### src/rtl/mem_req_pkg.sv
// Shared types and constants for the memory requester.
// Holds the command struct stored in the command FIFO, the FSM state
// encoding, and the bus field widths.
package mem_req_pkg;

  localparam int ADDR_W = 8;
  localparam int DATA_W = 8;

  localparam logic RW_READ  = 1'b1;
  localparam logic RW_WRITE = 1'b0;

  typedef struct packed {
    logic              rw;
    logic [ADDR_W-1:0] addr;
    logic [DATA_W-1:0] wdata;
  } mem_cmd_t;

  typedef enum logic [1:0] {
    IDLE    = 2'd0,
    REQ     = 2'd1,
    XFER    = 2'd2,
    RELEASE = 2'd3
  } req_state_e;

endpackage

### src/rtl/mem_req_fifo.sv
// Synchronous command FIFO of mem_cmd_t entries.
// Ports:
//   clk, rst      clock, synchronous active-high reset (flushes contents)
//   push, cmd     write cmd when push is high (caller guarantees !full)
//   pop           advance head when high (caller guarantees !empty)
//   head          oldest entry, valid while !empty
//   full, empty   occupancy flags
//   count         occupancy, 0..DEPTH
module mem_req_fifo
  import mem_req_pkg::*;
#(
  parameter int DEPTH = 4
) (
  input  logic                     clk,
  input  logic                     rst,
  input  logic                     push,
  input  mem_cmd_t                 cmd,
  input  logic                     pop,
  output mem_cmd_t                 head,
  output logic                     full,
  output logic                     empty,
  output logic [$clog2(DEPTH):0]   count
);

  localparam int AW = $clog2(DEPTH);
  localparam int CW = AW + 1;

  mem_cmd_t        store [DEPTH];
  logic [AW-1:0]   wr_ptr;
  logic [AW-1:0]   rd_ptr;
  logic [CW-1:0]   count_r;

  // Storage needs no reset; entries are only observed while !empty.
  always_ff @(posedge clk) begin
    if (push) store[wr_ptr] <= cmd;
  end

  // Pointers wrap naturally because DEPTH is a power of two.
  always_ff @(posedge clk) begin
    if (rst) begin
      wr_ptr  <= '0;
      rd_ptr  <= '0;
      count_r <= '0;
    end else begin
      if (push) wr_ptr <= wr_ptr + AW'(1);
      if (pop)  rd_ptr <= rd_ptr + AW'(1);
      case ({push, pop})
        2'b10:   count_r <= count_r + CW'(1);
        2'b01:   count_r <= count_r - CW'(1);
        default: count_r <= count_r;
      endcase
    end
  end

  assign head  = store[rd_ptr];
  assign full  = (count_r == CW'(DEPTH));
  assign empty = (count_r == '0);
  assign count = count_r;

endmodule

### src/rtl/mem_requester.sv
// Initiator-side engine for one port of the round-robin memory controller.
// Client commands are queued in a FIFO; the FSM requests the port, issues
// up to MAX_BURST single-cycle bus transactions per grant, then releases.
// Read data returns as one-cycle rsp_valid pulses, in command order.
// Ports:
//   clk, rst                 clock, synchronous active-high reset
//   cmd_valid/cmd_ready      client command handshake (cmd_rw/addr/wdata)
//   rsp_valid/rdata/addr     one-cycle read response, no backpressure
//   req/ack                  arbitration request and grant
//   mem_valid/rw/addr/wdata  shared bus; all fields zero when idle so the
//                            four port instances can be OR-combined
//   mem_rdata                read data from controller (combinational)
//   busy                     FSM active or commands pending
//   dbg_state                current FSM state
//
// Handshake: a command transfers on any clock edge where cmd_valid and
// cmd_ready are both high; cmd_ready depends only on registered state.
module mem_requester
  import mem_req_pkg::*;
#(
  parameter int DEPTH     = 4,
  parameter int MAX_BURST = 4
) (
  input  logic              clk,
  input  logic              rst,
  input  logic              cmd_valid,
  output logic              cmd_ready,
  input  logic              cmd_rw,
  input  logic [ADDR_W-1:0] cmd_addr,
  input  logic [DATA_W-1:0] cmd_wdata,
  output logic              rsp_valid,
  output logic [DATA_W-1:0] rsp_rdata,
  output logic [ADDR_W-1:0] rsp_addr,
  output logic              req,
  input  logic              ack,
  output logic              mem_valid,
  output logic              mem_rw,
  output logic [ADDR_W-1:0] mem_addr,
  output logic [DATA_W-1:0] mem_wdata,
  input  logic [DATA_W-1:0] mem_rdata,
  output logic              busy,
  output req_state_e        dbg_state
);

  localparam int CW = $clog2(DEPTH) + 1;
  localparam int BW = (MAX_BURST > 1) ? $clog2(MAX_BURST) : 1;
  localparam logic [BW-1:0] LAST_BEAT = BW'(MAX_BURST - 1);

  req_state_e     state;
  logic [BW-1:0]  beat_cnt;
  mem_cmd_t       cmd_in;
  mem_cmd_t       head;
  logic           push;
  logic           full;
  logic           empty;
  logic [CW-1:0]  count;
  logic           last_entry;

  assign cmd_in    = '{rw: cmd_rw, addr: cmd_addr, wdata: cmd_wdata};
  assign cmd_ready = !full;
  assign push      = cmd_valid & !full;

  mem_req_fifo #(.DEPTH(DEPTH)) u_fifo (
    .clk   (clk),
    .rst   (rst),
    .push  (push),
    .cmd   (cmd_in),
    .pop   (mem_valid),
    .head  (head),
    .full  (full),
    .empty (empty),
    .count (count)
  );

  // A beat issues only while granted; bus fields are gated to zero otherwise.
  assign mem_valid = (state == XFER) & ack & !empty;
  assign mem_rw    = mem_valid & head.rw;
  assign mem_addr  = mem_valid ? head.addr  : '0;
  assign mem_wdata = mem_valid ? head.wdata : '0;

  // The pop this cycle empties the FIFO unless a push lands alongside it.
  assign last_entry = (count == CW'(1)) & !push;

  assign busy      = (state != IDLE) | !empty;
  assign dbg_state = state;

  always_ff @(posedge clk) begin
    if (rst) begin
      state    <= IDLE;
      req      <= 1'b0;
      beat_cnt <= '0;
    end else begin
      case (state)
        IDLE: begin
          if (!empty) begin
            state <= REQ;
            req   <= 1'b1;
          end
        end
        REQ: begin
          if (ack) state <= XFER;
        end
        XFER: begin
          if (!ack) begin
            // Grant withdrawn early: re-request and keep the burst count.
            state <= REQ;
          end else if (empty || last_entry || (beat_cnt == LAST_BEAT)) begin
            state    <= RELEASE;
            req      <= 1'b0;
            beat_cnt <= '0;
          end else begin
            beat_cnt <= beat_cnt + BW'(1);
          end
        end
        RELEASE: begin
          if (!ack) state <= IDLE;
        end
        default: begin
          state <= IDLE;
          req   <= 1'b0;
        end
      endcase
    end
  end

  // Read data is captured at the end of the read beat and presented for
  // exactly the following cycle.
  always_ff @(posedge clk) begin
    if (rst) begin
      rsp_valid <= 1'b0;
      rsp_rdata <= '0;
      rsp_addr  <= '0;
    end else begin
      rsp_valid <= mem_valid & mem_rw;
      if (mem_valid & mem_rw) begin
        rsp_rdata <= mem_rdata;
        rsp_addr  <= mem_addr;
      end
    end
  end

endmodule

### config.mk
export PLATFORM = sky130hd
export DESIGN_NAME = mem_requester
export DESIGN_NICKNAME = d
export VERILOG_FILES = /design/src/rtl/mem_req_pkg.sv /design/src/rtl/mem_req_fifo.sv /design/src/rtl/mem_requester.sv
export SDC_FILE = /design/constraint.sdc
export NUM_CORES = 1
export LEC_CHECK = 0
export BUFFER_PORTS_ARGS = -buffer_cell sky130_fd_sc_hd__buf_2
export CAP_MARGIN = 20
export CORE_ASPECT_RATIO = 0.9
export CORE_UTILIZATION = 43
export CTS_BUF_LIST = sky130_fd_sc_hd__clkbuf_8
export DETAILED_ROUTE_END_ITERATION = 6
export PLACE_DENSITY_LB_ADDON = 0.2
export SYNTH_ARGS = -nofsm -noshare
export SYNTH_HDL_FRONTEND = slang
export SYNTH_SLANG_ARGS = --single-unit
### constraint.sdc
create_clock -name clk -period 2.3 [get_ports clk]
set_input_delay 0.46 -clock clk [delete_from_list [all_inputs] [get_ports clk]]
set_output_delay 0.46 -clock clk [all_outputs]
set_load 0.02 [all_outputs]
## Word level (Yosys, flattened, before mapping)

Memories as Yosys holds them, arrays and structs flattened. A register that Yosys moved wholly into a read port is not among the register bits.
Cells that the tools add are included.

- Memories kept: 1
- Output and inout port bits: 40
- RAM bits: 68
- Register bits after elaboration: 29
- Word-level logic and storage cells: 67
- Bits of input ports: 29

- Muxes and demuxes: 18
- Reduce and logical (&&, ||, !) cells: 13
- Add/subtract/negate cells: 5
- Bitwise gates (word level): 7
- Equal/unequal tests: 14

Memories:

| memory | depth | bits a word | rd ports | clocked after Yosys merged registers in | wr ports | line | source |
|---|---|---|---|---|---|---|---|
| u_fifo.store | 4 | 17 | 1 | 1 | 1 | mem_req_fifo.sv:28 | `mem_cmd_t store [DEPTH];` |

Operators with widths:

| operator | count |
|---|---|
| $mux W2 | 8 |
| $mux W8 | 2 |
| $eq A2 B2 Y1 const B | 4 |
| $ne A2 B2 Y1 const B | 4 |
| $pmux W2 S4 | 1 |
| $reduce_and A4 Y1 | 2 |
| $add A2 B1 Y2 const B | 3 |
| $and A1 B1 Y1 | 6 |
| $pmux W3 S2 | 1 |
| $reduce_bool A2 Y1 | 3 |
| $mux W1 | 5 |
| $eq A2 B1 Y1 const B | 2 |
| $add A3 B1 Y3 const B | 1 |
| $eq A3 B1 Y1 const B | 1 |
| $eq A3 B3 Y1 const B | 1 |
| $logic_not A1 Y1 | 3 |
| $logic_not A3 Y1 | 1 |
| $ne A3 B2 Y1 const B | 1 |
| $sub A3 B1 Y3 const B | 1 |
| $logic_not A2 Y1 | 1 |
| $logic_or A1 B1 Y1 | 2 |
| $ne A2 B1 Y1 const B | 1 |
| $pmux W1 S2 | 1 |
| $reduce_and A2 Y1 | 1 |
| $or A1 B1 Y1 | 1 |

## Depth between registers and ports, before layout

Gate-level depths: netlist of the first run.

- Depth after elaboration: 10
- Gate-level depth with buffers: 10
- Gate-level depth less buffers: 9

## By module

A second synthesis of the first run with hierarchy kept.

- Cells, all modules: 257
- Area, all modules: 3,972.6 um^2

By module, submodules not included:

| module | cells an instance | times used | area each (um^2) | sequential area each (um^2) |
|---|---|---|---|---|
| mem_req_fifo | 136 | 1 | 2,926.6 | 2,222.1 |
| mem_requester | 121 | 1 | 1,046.0 | 440.4 |

## Worst setup path before layout of the first run

No wires, ideal clock.

- Path type: flip-flop to flip-flop
- Start: register u_fifo.count_r[0] (netlist: u_fifo.count[0])
- End: register u_fifo.count_r[2] (netlist: u_fifo.count[2])
- Setup time: 0.071 ns
- Path slack: 0.175 ns
- Arrival time: 2.054 ns
- Stages on the path, launching flop included: 10
- Data required time: 2.229 ns
- Path buffers: 1
- Clock period less this slack: 2.125 ns
- Cell sequence: dfxtp_1 inv_1 ha_1 nand2b_1 clkbuf_1 nand2_1 inv_1 ha_1 or3_1 a21oi_1

- Longest elaborated chain between the ends: 5
- Elaborated cells between the ends (all ways): 12
- Those cells by class: 2 x add/sub; 3 x eq/ne; 1 x mux; 2 x bitwise; 4 x reduce/logical

RTL lines:

| item | line | source |
|---|---|---|
| start, declared | mem_req_fifo.sv:31 | `logic [CW-1:0] count_r;` |
| start signal, assigned | mem_req_fifo.sv:48 | `2'b10: count_r <= count_r + CW'(1);` |
| start signal, assigned | mem_req_fifo.sv:49 | `2'b01: count_r <= count_r - CW'(1);` |
| start signal, assigned | mem_req_fifo.sv:50 | `default: count_r <= count_r;` |
| $logic_not A3 Y1 * | mem_req_fifo.sv:57 | `assign empty = (count_r == '0);` |
| $logic_not A1 Y1 * | - |  |
| $and A1 B1 Y1 * | mem_requester.sv:76 | `assign mem_valid = (state == XFER) & ack & !empty;` |
| via mem_valid | mem_requester.sv:36 | `output logic mem_valid,` |
| $eq A2 B1 Y1 or $eq A2 B2 Y1 (tied branches) | mem_req_fifo.sv:47 | `case ({push, pop})` |
| $pmux W3 S2 or $reduce_bool A2 Y1 (tied branches) | - |  |

The timed path passes the listed nets; every way through them passes the cells marked *.
A chain may end at the register's enable or synchronous reset.

==> results.md, run 1 <==
- The number of maximum-capacitance violations is 0.
- The post-route antenna net violation count is 0.
- In this run the post-CTS setup repair buffer count came out at 0.
- The chip width is 103 um.
- The final-layout worst hold slack is 0.316 ns.
- Summed over all layers, the routed wires come to 7340 um.
- Counting flops and latches in the post-synthesis netlist gives 99.
- The end point of the worst hold path is u_fifo.store[3][14].
- At the end of the flow, the number of nets in the layout was 367.
- The H-tree was split into 3 levels.
- After detailed routing, the number of remaining DRC violations is 0.
- At the later pin of the worst-skew pair, clock insertion delay measures 0.36 ns.
- The startpoint identified for the worst hold timing path is cmd_addr[6].
- The final count of pins violating max slew came to 0.
- The worst path in the final design needs a cycle of 2.25 ns, including I/O delays and setup.
- The post-layout total power is 3.38 mW.
- The area share of the leading cell type in the synthesized netlist is 0.520.
- The final RePlAce weighted congestion is 0.689.
- The number of instances on the worst hold path is 1.
- The global-route wire length before repair is 11100 um.
- The initial utilization of the core area, before any placement, comes to 0.450.
- STA classifies the critical path endpoint as an output port.
- The static leakage power is 1.98 nW.
- Of the total power, combinational logic draws 0.095.
- In this run the critical register-to-register path is launched from u_fifo.count[0].
- In the synthesized netlist, the number of instances is 247.
- Setup repair after global routing could not meet its margin everywhere.
- The number of clock sinks is 99.
- After clock tree synthesis, the clock-pin slew on the worst setup and hold paths is 0.09 ns.
- The internal cell power is 2.61 mW.
- After synthesis, the share of cell area in mux cells is 0.146.
- The worst-path maximum fanout is 5.
- The clock buffer count from CTS is 9.
- Compared with the post-synthesis result, the final layout area differs by 19.2%.
- By area the synthesized netlist is led by edfxtp_1, dfxtp_1, mux4_2, mux2i_1, mux4_1.
- For the worst setup path, the data required time is 1.84 ns.
- In this run the critical register-to-register path is captured at u_fifo.count[2].
- The total routing resource utilization after global routing is 0.164.
- The detailed router finished its first iteration with 69 violations.
- The fraction of the mapped netlist area in simple logic gates is 0.0899.
- The maximum number of pins on one net before global-route repair is 31.
- The iteration count of the initial detailed-routing pass is 4.
- The post-layout instance count excluding filler cells is 452.
- Of the total power, registers draw 0.597.
- The post-synthesis sequential area ratio is 0.678.
- The clock power share is 0.308.
- The number of diodes is 0.
- Of the total synthesized cell area, the portion taken by XOR and XNOR cells is 0.0112.
- The count of cell types in the netlist is 32.
- Of the total power, the share spent switching nets is 0.229.
- The hold buffer count at cts is 0.
- The class of the tightest hold or removal check is in -> reg.
- The height of the chip is 92.6 um.
- The number of placed instances, taps included, is 435.
- The share of synthesized cell area in full adder, half adder and majority cells is 0.0319.
- The total die area is 9510 um^2.
- The final-report setup violation count is 0.
- The tree is rooted in a clkbuf_8.
- In this run the power density over the cells is 722 nW/um^2.
- In the finished design, the share of the clock period the worst path needs comes to 0.978.
- The maximum clock skew at final layout is 0.00956 ns.
- The data arrival time of the critical path is 1.79 ns.
- The detailed-route wire length per cell is 16.2 um.
- The total number of yosys warnings is 0.
- The core region is 8730 um^2.
- The worst relative slew slack is 0.629.
- The number of buffers added on ports is 68.
- The number of endpoints with negative hold slack in the final report is 0.
- The overall overflow remaining after global route is 0.
- The highest clock frequency the design can meet is 445 MHz.
- By area, the combinational part of the netlist is dominated by multiplexers.
- The net switching power is 0.772 mW.
- The worst setup path is launched from a flop.
- Detailed placement finished with a half-perimeter wire length of 4680 um.
- The measured slew at the worst slew-check pin is 0.556 ns.
- After detailed routing, the number of vias per cell comes to 4.97.
- The number of primary I/O pins is 69.
- The maximum buffer depth of the clock tree is 2.
- Setup slack on the worst reg-to-reg path comes out at 0.49 ns.
- The row count is 32.
- The share of cells above drive strength 1 is 0.363.
- By startpoint and endpoint, the worst setup path is classified as reg -> out.
- In this run the cell area of the synthesized design comes to 3930 um^2.
- The number of nets in the synthesized netlist is 286.
- The biggest area consumer among synthesized cells is edfxtp_1.
- The worst-case IR drop observed on VDD is 0.329 mV.
- The number of cells on the worst reg-to-reg path is 8.
- The initial antenna violation count was 0.
- The CTS tree is done.
- The via count of the first global-routing pass is 2174.
- The flow ran to the end, and the final reports show no timing, DRC or antenna violations.
- Each instance of the synthesized netlist takes up on average 15.9 um^2.
- The compound-gate portion of the synthesized area is 0.0147.
- The total via count after detailed routing is 2246.
-- worst max-delay path, cell delays in order, from the launching register on --
cell	delay (ns)
dfxtp_4	0.41
buf_8	0.14
mux4_2	0.53
and3_1	0.20
buf_2	0.15
-- kinds of logic after synthesis --
group / count (synthesis)
flops: 99
simple gates: 68
mux: 34
buf+inv: 21
compound gates: 10
fa+ha+maj: 10
xor+xnor: 5
-- per-layer routing --
metal	vias up	routed length, um	part of all wire	track usage
li1	1076	-	-	-
met1	1082	3200	0.44	0.199
met2	75	3520	0.48	0.269
met3	13	476	0.065	0.0589
met4	0	140	0.019	0.0548
met5	-	0	0	0
-- Yosys cell counts --
cell type	instances
edfxtp_1	68
dfxtp_1	31
nor2_1	27
and3_1	17
mux2i_1	17
mux4_2	12
ha_1	10
clkbuf_1	9
inv_1	8
a21oi_1	6
mux4_1	5
and2_1	4
nand2_1	4
xor2_1	4
nand3_1	3
nand3b_1	3
buf_6	2
nor3_1	2
or3_1	2
a211oi_1	1
a21boi_1	1
and3b_1	1
buf_12	1
buf_2	1
nand2b_1	1
nand3_2	1
nand4_1	1
nor2b_1	1
nor3b_1	1
o21ai_0	1
o21bai_1	1
xnor2_1	1
-- flip-flops by register name, indices dropped and copies added (netlist names), named ones only --
register	cells
req	1
dbg_state	2
rsp_valid	1
u_fifo.rd_ptr	2
rsp_addr	8
u_fifo.store	68
beat_cnt	2
u_fifo.count	3
u_fifo.wr_ptr	2
rsp_rdata	8
-- how the worst max path moves through the flow --
stage,to,slack (ns),startpoint
finish,mem_addr[7],0.05,flop
global placement,mem_addr[0],0.32,flop
detailed placement,mem_addr[6],0.27,flop
global route,mem_addr[7],-0.03,flop
CTS,mem_addr[0],0.004,flop
floorplan,u_fifo.count[2],0.18,u_fifo.count[0]
-- power by group through the flow --
stage          clock network (mW)  logic (mW)  registers [mW]
2_1_floorplan                   0       0.179            2.06
3_3_place_gp                    0       0.307            2.05
3_5_place_dp                    0       0.311            2.06
4_1_cts                      1.07       0.314            2.02
5_1_grt                      1.14       0.359            2.03
6_report                     1.04       0.320            2.02
-- layout by cell type, fill, tap and decap left out, types with 2 or more instances in the layout --
cell      Yosys  final
a21oi_1       6      6
buf_2         1     67
buf_4         0     12
dfxtp_1      31     28
clkbuf_8      0      9
nor2_1       27     27
or3_1         2      2
nand2_1       4      4
inv_1         8      7
nand3b_1      3      3
and3_1       17     16
mux4_2       12     17
nor3_1        2      2
nand3_1       3      3
xor2_1        4      4
ha_1         10      9
edfxtp_1     68     68
mux2i_1      17     17
clkinv_1      0      2
and2_1        4      4
dfxtp_2       0      2
inv_2         0      2
-- per-stage QoR --
stage	cell area (um^2)	util	setup TNS [ns]	setup slack (ns)
2_1_floorplan	3930	-	0	0.175
3_3_place_gp	4440	0.508	0	0.316
3_5_place_dp	4440	0.508	0	0.270
4_1_cts	4630	0.531	0	0.00383
5_1_grt	4680	0.536	-0.0889	-0.0287
6_report	4680	0.536	0	0.0511
-- cell type report --
type	count	area, um^2
timing repair buffer	83	497
multi-input combinational	127	1150
clock buffer	9	124
inverter	8	30.0
tap	119	149
sequential	99	2670
clock inverter	7	60.1
fill	781	4050
-- timing repair --
action                                  in CTS  in global routing
gates cloned                                 0                  1
endpoints found under the setup margin      12                 18
resized for setup                            6                 15
Note: power is estimated with default switching activity, not from simulation.
==> inputs of run 2 (changes only) <==
- CORE_ASPECT_RATIO: 0.9 -> default
- REMOVE_ABC_BUFFERS: default -> 1
==> run 2 against run 1 <==
  * Setup slack better by 0.010 ns
  * Global-route usage is 1.2 points lower
  * Non-clock buffer count is 1 higher
  * Clock skew is 0.0043 ns higher
  * First-iteration DRC count is 25% lower
  * Sequential cell count stayed put
  * Count of clock-buffer cells in the layout stayed put
  * Register-to-register slack hardly changed
  * Total power is 2.8% higher
  * Utilization is 0.37 points lower
  * Final cell count is 2.2% lower
  * Critical path type unchanged
  * Critical endpoint is now mem_addr[2]
  * Largest cell class unchanged
==> results.md, run 2 (synthesized netlist as in run 1, its figures left out) <==
- The flow ran to the end, and the final reports show no timing, DRC or antenna violations.
- The total routing resource utilization after global routing is 0.152 (-0.0119).
- The data arrival time of the critical path is 1.78 ns (about the same).
- The number of instances on the worst hold path came to 1 (unchanged).
- The post-placement cell count came to 426 (-2.1%).
- The measured slew at the worst slew-check pin is 0.584 ns (+0.0276 ns).
- The total via count after detailed routing is 2229 (-0.76%).
- The clock buffer count from CTS came to 9 (unchanged).
- The worst relative slew slack was 0.611 (-0.0184).
- The area of the placeable core came to 8760 um^2 (+0.40%).
- The data required time at the worst endpoint is 1.84 ns (about the same).
- The maximum number of pins on one net before global-route repair came to 31 (unchanged).
- The post-route antenna net violation count is 0 (unchanged).
- u_fifo.store holds more flip-flops than any other register.
- The static leakage power was 1.99 nW (+0.72%).
- The internal cell power is 2.64 mW (+1.3%).
- The worst flop-to-flop path endpoint is u_fifo.count[2].
- The post-layout instance count excluding filler cells came to 442 (-2.2%).
- Among all stages on the critical path, the largest delay is contributed by mux4_1.
- The clock power share came to 0.328 (+0.020).
- The startpoint class of the critical path is a flop.
- The min-delay analysis places its worst path in the category in -> reg.
- The switching portion of total power was 0.240 (+0.0114).
- The total die area is 9510 um^2 (about the same).
- The total cell area at the placement stage came to 4440 um^2 (about the same).
- The number of clock sinks is 99 (unchanged).
- The part of the power in combinational logic is 0.092 (-0.003).
- The total non-filler cell area in the finished layout is 4660 um^2 (-0.29%).
- The source of the worst register-to-register timing path is u_fifo.count[0].
- The net switching power was 0.834 mW (+7.9%).
- The initial antenna violation count is 1 (+1).
- The number of primary I/O pins is 69 (unchanged).
- In the final layout, the registers with the most flip-flops are u_fifo.store: 68 flops, rsp_addr: 8 flops, rsp_rdata: 8 flops.
- The final-layout worst hold slack is 0.310 ns (-0.00607 ns).
- The DRC violations left is 0 (unchanged).
- The category of the worst setup path capture point is an output port.
- Setup repair after global routing could not meet its margin everywhere.
- The category of the critical setup timing path is reg -> out.
- The clock-pin slew of the registers on the worst-case setup and hold paths is 0.10 ns (about the same).
- The worst path buffer plus inverter count came to 2 (unchanged).
- The number of H-tree levels came to 3 (unchanged).
- The final critical-path share of the clock period is 0.973 (-0.00433).
- The sequential group share of total power is 0.580 (-0.017).
- The share of cells above drive strength 1 is 0.356 (-0.00708).
- The number of diodes came to 0 (unchanged).
- The iteration count of the initial detailed-routing pass is 4 (unchanged).
- The number of nets in the final layout is 368 (+0.27%).
- Leaving out fill and tap cells, the most frequent cells in the layout are buf_2, edfxtp_1, dfxtp_1.
- The maximum clock skew at final layout is 0.0139 ns (+0.00430 ns).
- The final-report setup violation count came to 0 (unchanged).
- The number of flip-flops in the largest register came to 68 (unchanged).
- The chip width is 97.5 um (-5.0%).
- The row count was 34 (+6.3%).
- Compared with the post-synthesis result, the final layout area differs by 18.8%.
- The number of design-rule violations left by the first detailed-router iteration is 52 (-25%).
- The via count of the first global-routing pass came to 2168 (-0.28%).
- The final critical-path required period is 2.24 ns (-0.00997 ns).
- The cell at the root of the clock tree is clkbuf_8.
- The number of maximum-capacitance violations came to 0 (unchanged).
- The number of buffers added on ports is 68 (unchanged).
- The overall overflow remaining after global route is 0 (unchanged).
- The maximum buffer depth of the clock tree was 2 (unchanged).
- The worst setup slack for register-to-register paths came to 0.50 ns (about the same).
- The insertion delay of the later-clocked pin in the worst-skew pair is 0.35 ns (about the same).
- The worst-path maximum fanout is 8 (+3).
- The via density per instance is 5.04 (+1.5%).
- The areal power density over the cells is 745 nW/um^2 (+3.1%).
- The highest clock frequency the design can meet was 447 MHz (+0.45%).
- On the critical path the largest part of the delay comes from multiplexers.
- The end point of the worst hold path is u_fifo.store[1][12].
- The hold buffer count at cts is 0 (unchanged).
- The worst hold path startpoint is cmd_addr[4].
- The total routed wirelength came to 6930 um (-5.6%).
- The detailed-route wire length per cell is 15.7 um (-3.5%).
- TritonCTS built the clock tree.
- The signal on the critical path passes through buf_6, mux4_1, and3_1, buf_2.
- The number of setup buffers added after CTS is 0 (unchanged).
- The final count of pins violating max slew came to 0 (unchanged).
- The height of the chip was 97.5 um (+5.3%).
- The delay of the slowest critical-path stage was 0.58 ns (+0.05 ns).
- The number of endpoints with negative hold slack in the final report came to 0 (unchanged).
- The initial standard-cell utilization of the core is 0.448 (-0.00180).
- The HPWL reported at the end of detailed placement is 4750 um (+1.5%).
- The final RePlAce weighted congestion is 0.707 (+2.6%).
- The global-route wire length before repair came to 10900 um (-1.4%).
- The worst vdd rail ir drop is 0.311 mV (-5.4%).
- The path depth of the worst reg2reg path came to 8 (unchanged).
## run 2: cell type report
cell class | count | area, um^2
well taps | 108 | 135
flip-flops and latches | 99 | 2670
multi-input cells | 127 | 1160
fillers | 753 | 4100
clock buffers | 9 | 124
repair buffers | 84 | 468
clock inverters | 7 | 82.6
inverters | 8 | 30.0
## run 2: per-stage QoR
| stage | TNS (ns) | power [mW] | setup WS [ns] | utilization |
|---|---|---|---|---|
| after floorplan | -0.150 | 2.23 | -0.150 | - |
| after global placement | 0 | 2.36 | 0.400 | 0.507 |
| after detailed placement | 0 | 2.37 | 0.373 | 0.507 |
| after CTS | -0.00141 | 3.51 | -0.00141 | 0.532 |
| after global routing | 0 | 3.61 | 0.00253 | 0.532 |
| final | 0 | 3.47 | 0.0610 | 0.532 |
## run 2: power groups by stage
stage | logic (mW) | clock network (mW) | registers [mW]
final | 0.318 | 1.14 | 2.02
after global routing | 0.351 | 1.23 | 2.03
after CTS | 0.321 | 1.17 | 2.02
after detailed placement | 0.312 | 0 | 2.06
after global placement | 0.309 | 0 | 2.05
after floorplan | 0.163 | 0 | 2.06
## run 2: timing repair
action / CTS / global route
gates resized for setup: 3 / 6
setup endpoints to repair: 2 / 14
gates cloned: 0 / 0
## run 2: how the worst max path moves through the flow
stage / slack, ns / startpoint / cells after the start / end
after detailed placement: 0.37 / u_fifo.count[0] / 8 / u_fifo.count[2]
after global placement: 0.40 / u_fifo.count[1] / 6 / busy
after CTS: -0.001 / flop / 4 / mem_addr[2]
after global routing: 0.003 / flop / 4 / mem_addr[2]
final: 0.06 / flop / 4 / mem_addr[2]
after floorplan: -0.15 / flop / 3 / mem_rw
## run 2: per-layer routing
layer  track usage  vias up  part of all wire
met4        0.0611        2             0.015
met5             0        -            0.0014
met2         0.261       63              0.49
met1         0.182     1069              0.45
met3        0.0396       11             0.043
li1              -     1084                 -
==> inputs of run 3 (changes only) <==
- MAX_ROUTING_LAYER: default -> met4
==> run 3 against run 2 <==
  * Die area did not move
  * Register-to-register slack barely moved
  * Sequential share of layout area barely moved
  * Final cell count rose by 0.23%
  * Count of clock-buffer cells in the layout did not move
  * Wire length rose by 0.27%
  * Fmax fell by 1.5%
  * Sequential power barely moved
  * Sequential cell count did not move
  * Critical path depth did not move
  * Utilization barely moved
  * Setup slack got worse by 0.035 ns
==> results.md, run 3 (synthesized netlist as in run 1, its figures left out) <==
- The area of the placeable core was 8760 um^2 (unchanged).
- The final RePlAce weighted congestion is 0.715 (+1.1%).
- The share of cells above drive strength 1 is 0.350 (-0.00599).
- The initial antenna violation count is 1 (unchanged).
- The clock power share is 0.328 (about the same).
- The utilization of the core after routing was 0.532 (about the same).
- The worst-path maximum fanout is 8 (unchanged).
- The category of the worst setup path capture point is an output port.
- The tree is rooted in a clkbuf_8.
- The number of flip-flops in the largest register is 68 (unchanged).
- The part of the power in combinational logic is 0.092 (about the same).
- The data required time at the worst endpoint was 1.84 ns (about the same).
- The row count was 34 (unchanged).
- The post-placement cell count is 426 (unchanged).
- The global-route wire length before repair is 11000 um (+0.26%).
- The clock-pin slew of the registers on the worst-case setup and hold paths is 0.10 ns (about the same).
- The register bank with the most flops is u_fifo.store.
- The insertion delay of the later-clocked pin in the worst-skew pair was 0.36 ns (about the same).
- The largest registers in the layout are u_fifo.store: 68 flops, rsp_addr: 8 flops, rsp_rdata: 8 flops.
- The measured slew at the worst slew-check pin came to 0.580 ns (-0.00393 ns).
- The number of endpoints with negative hold slack in the final report is 0 (unchanged).
- The initial standard-cell utilization of the core is 0.448 (unchanged).
- The switching portion of total power came to 0.241 (+0.000586).
- The startpoint identified for the worst register-to-register timing path is u_fifo.count[0].
- The number of maximum-capacitance violations came to 0 (unchanged).
- The final-report setup violation count is 0 (unchanged).
- The number of buffers added on ports is 68 (unchanged).
- The detailed-route wire length per cell is 15.7 um (about the same).
- The number of filler instances in the final layout is 751 (-0.27%).
- The areal power density over the cells was 745 nW/um^2 (about the same).
- The multi-input logic area is 1160 um^2 (+0.32%).
- The net switching power is 0.836 mW (+0.28%).
- The highest clock frequency the design can meet came to 440 MHz (-1.5%).
- The chip width was 97.5 um (unchanged).
- The overall overflow remaining after global route came to 0 (unchanged).
- The path class of the tightest hold or removal check is in -> reg.
- The category of the critical setup timing path is reg -> out.
- The number of nets in the final layout is 368 (unchanged).
- The path depth of the worst reg2reg path was 8 (unchanged).
- The clock buffer count from CTS is 9 (unchanged).
- The final critical-path share of the clock period was 0.989 (+0.0153).
- The total cell area at the placement stage is 4440 um^2 (unchanged).
- The maximum buffer depth of the clock tree is 2 (unchanged).
- The worst vdd rail ir drop came to 0.312 mV (+0.40%).
- The signed area change from the synthesized netlist to the final layout is 18.8% (about the same).
- The run finished with clean final reports.
- The final count of pins violating max slew came to 0 (unchanged).
- The total routing resource utilization after global routing is 0.156 (+0.00462).
- The via count of the first global-routing pass is 2164 (-0.18%).
- The static leakage power came to 1.99 nW (about the same).
- In the layout the commonest cells are buf_2, edfxtp_1, dfxtp_1.
- The sequential group share of total power came to 0.580 (about the same).
- The post-route antenna net violation count is 0 (unchanged).
- The data arrival time of the critical path was 1.81 ns (+0.03 ns).
- The number of design-rule violations left by the first detailed-router iteration is 60 (+15%).
- The number of H-tree levels was 3 (unchanged).
- The iteration count of the initial detailed-routing pass is 4 (unchanged).
- The final-layout worst hold slack is 0.305 ns (-0.00494 ns).
- The internal cell power is 2.64 mW (about the same).
- TritonCTS built the clock tree.
- The post-layout instance count excluding filler cells is 443 (+0.23%).
- The number of setup buffers added after CTS was 0 (unchanged).
- The final critical-path required period is 2.27 ns (+0.0352 ns).
- The number of primary I/O pins is 69 (unchanged).
- The DRC violations left came to 0 (unchanged).
- The worst setup path is launched from a flop.
- The total routed wirelength came to 6950 um (+0.27%).
- The worst setup slack for register-to-register paths is 0.50 ns (about the same).
- The worst relative slew slack was 0.613 (+0.00262).
- The number of clock sinks is 99 (unchanged).
- The worst flop-to-flop path endpoint is u_fifo.count[2].
- The HPWL reported at the end of detailed placement is 4750 um (unchanged).
- The total die area is 9510 um^2 (unchanged).
- The total non-filler cell area in the finished layout is 4660 um^2 (about the same).
- The combined flip-flop and latch cell area is 2660 um^2 (about the same).
- Following the worst setup path forward leads to its endpoint at mem_addr[2].
- The maximum number of pins on one net before global-route repair came to 31 (unchanged).
- The height of the chip was 97.5 um (unchanged).
- The via density per instance was 5.04 (-0.14%).
- The total via count after detailed routing is 2231 (+0.090%).
- Setup repair after global routing could not meet its margin everywhere.
- The maximum clock skew at final layout is 0.0144 ns (+0.000526 ns).
run 3: changes by cell type in the layout (fill, tap and decap cells not counted), sizes merged:
| cell | before | now |
|---|---|---|
| diode | 0 | 1 |
run 3: power groups by stage:
stage	logic (mW)	clock network, mW	registers (mW)
after global routing	0.350	1.23	2.03
after floorplan	0.163	0	2.06
after global placement	0.309	0	2.05
final	0.318	1.14	2.02
after detailed placement	0.312	0	2.06
after CTS	0.321	1.17	2.02
run 3: what timing repair did:
item                                    CTS  global route
resized for setup                         3             2
endpoints found under the setup margin    2            14
hold buffers                              0             0
run 3: critical path, stage by stage (launching register included):
cell,delay (ns)
dfxtp_1,0.33
buf_4,0.19
mux4_1,0.59
and3_1,0.20
buf_2,0.15
run 3: through the flow:
| step | setup WS [ns] | total power, mW | setup TNS, ns |
|---|---|---|---|
| after global routing | -0.0495 | 3.61 | -0.341 |
| after CTS | -0.00141 | 3.51 | -0.00141 |
| after detailed placement | 0.373 | 2.37 | 0 |
| final | 0.0258 | 3.47 | 0 |
| after global placement | 0.400 | 2.36 | 0 |
| after floorplan | -0.150 | 2.23 | -0.150 |
run 3: how the worst min path moves through the flow:
| stage | start | endpoint | slack (ns) | depth (start not counted) |
|---|---|---|---|---|
| after global routing | cmd_addr[5] | u_fifo.store[0][13] | 0.29 | 1 |
| after detailed placement | beat_cnt[1] | beat_cnt[1] | 0.47 | 2 |
| after CTS | cmd_addr[4] | u_fifo.store[1][12] | 0.30 | 1 |
| final | cmd_addr[5] | u_fifo.store[0][13] | 0.31 | 1 |
| after floorplan | beat_cnt[1] | beat_cnt[1] | 0.43 | 2 |
| after global placement | beat_cnt[1] | beat_cnt[1] | 0.44 | 2 |
run 3: layout make-up:
type                    instances  area share
inverters                       8     0.00644
repair buffers                 84      0.0988
clock inverters                 7      0.0177
clock buffers                   9      0.0266
well taps                     108      0.0290
flip-flops and latches         99       0.571
diodes                          1    0.000537
multi-input cells             127       0.250
run 3: per-layer routing:
| layer | share of wire | GRT usage |
|---|---|---|
| met3 | 0.045 | 0.0396 |
| met2 | 0.49 | 0.261 |
| met1 | 0.44 | 0.182 |
| met5 | 0 | - |
| met4 | 0.017 | 0.0611 |
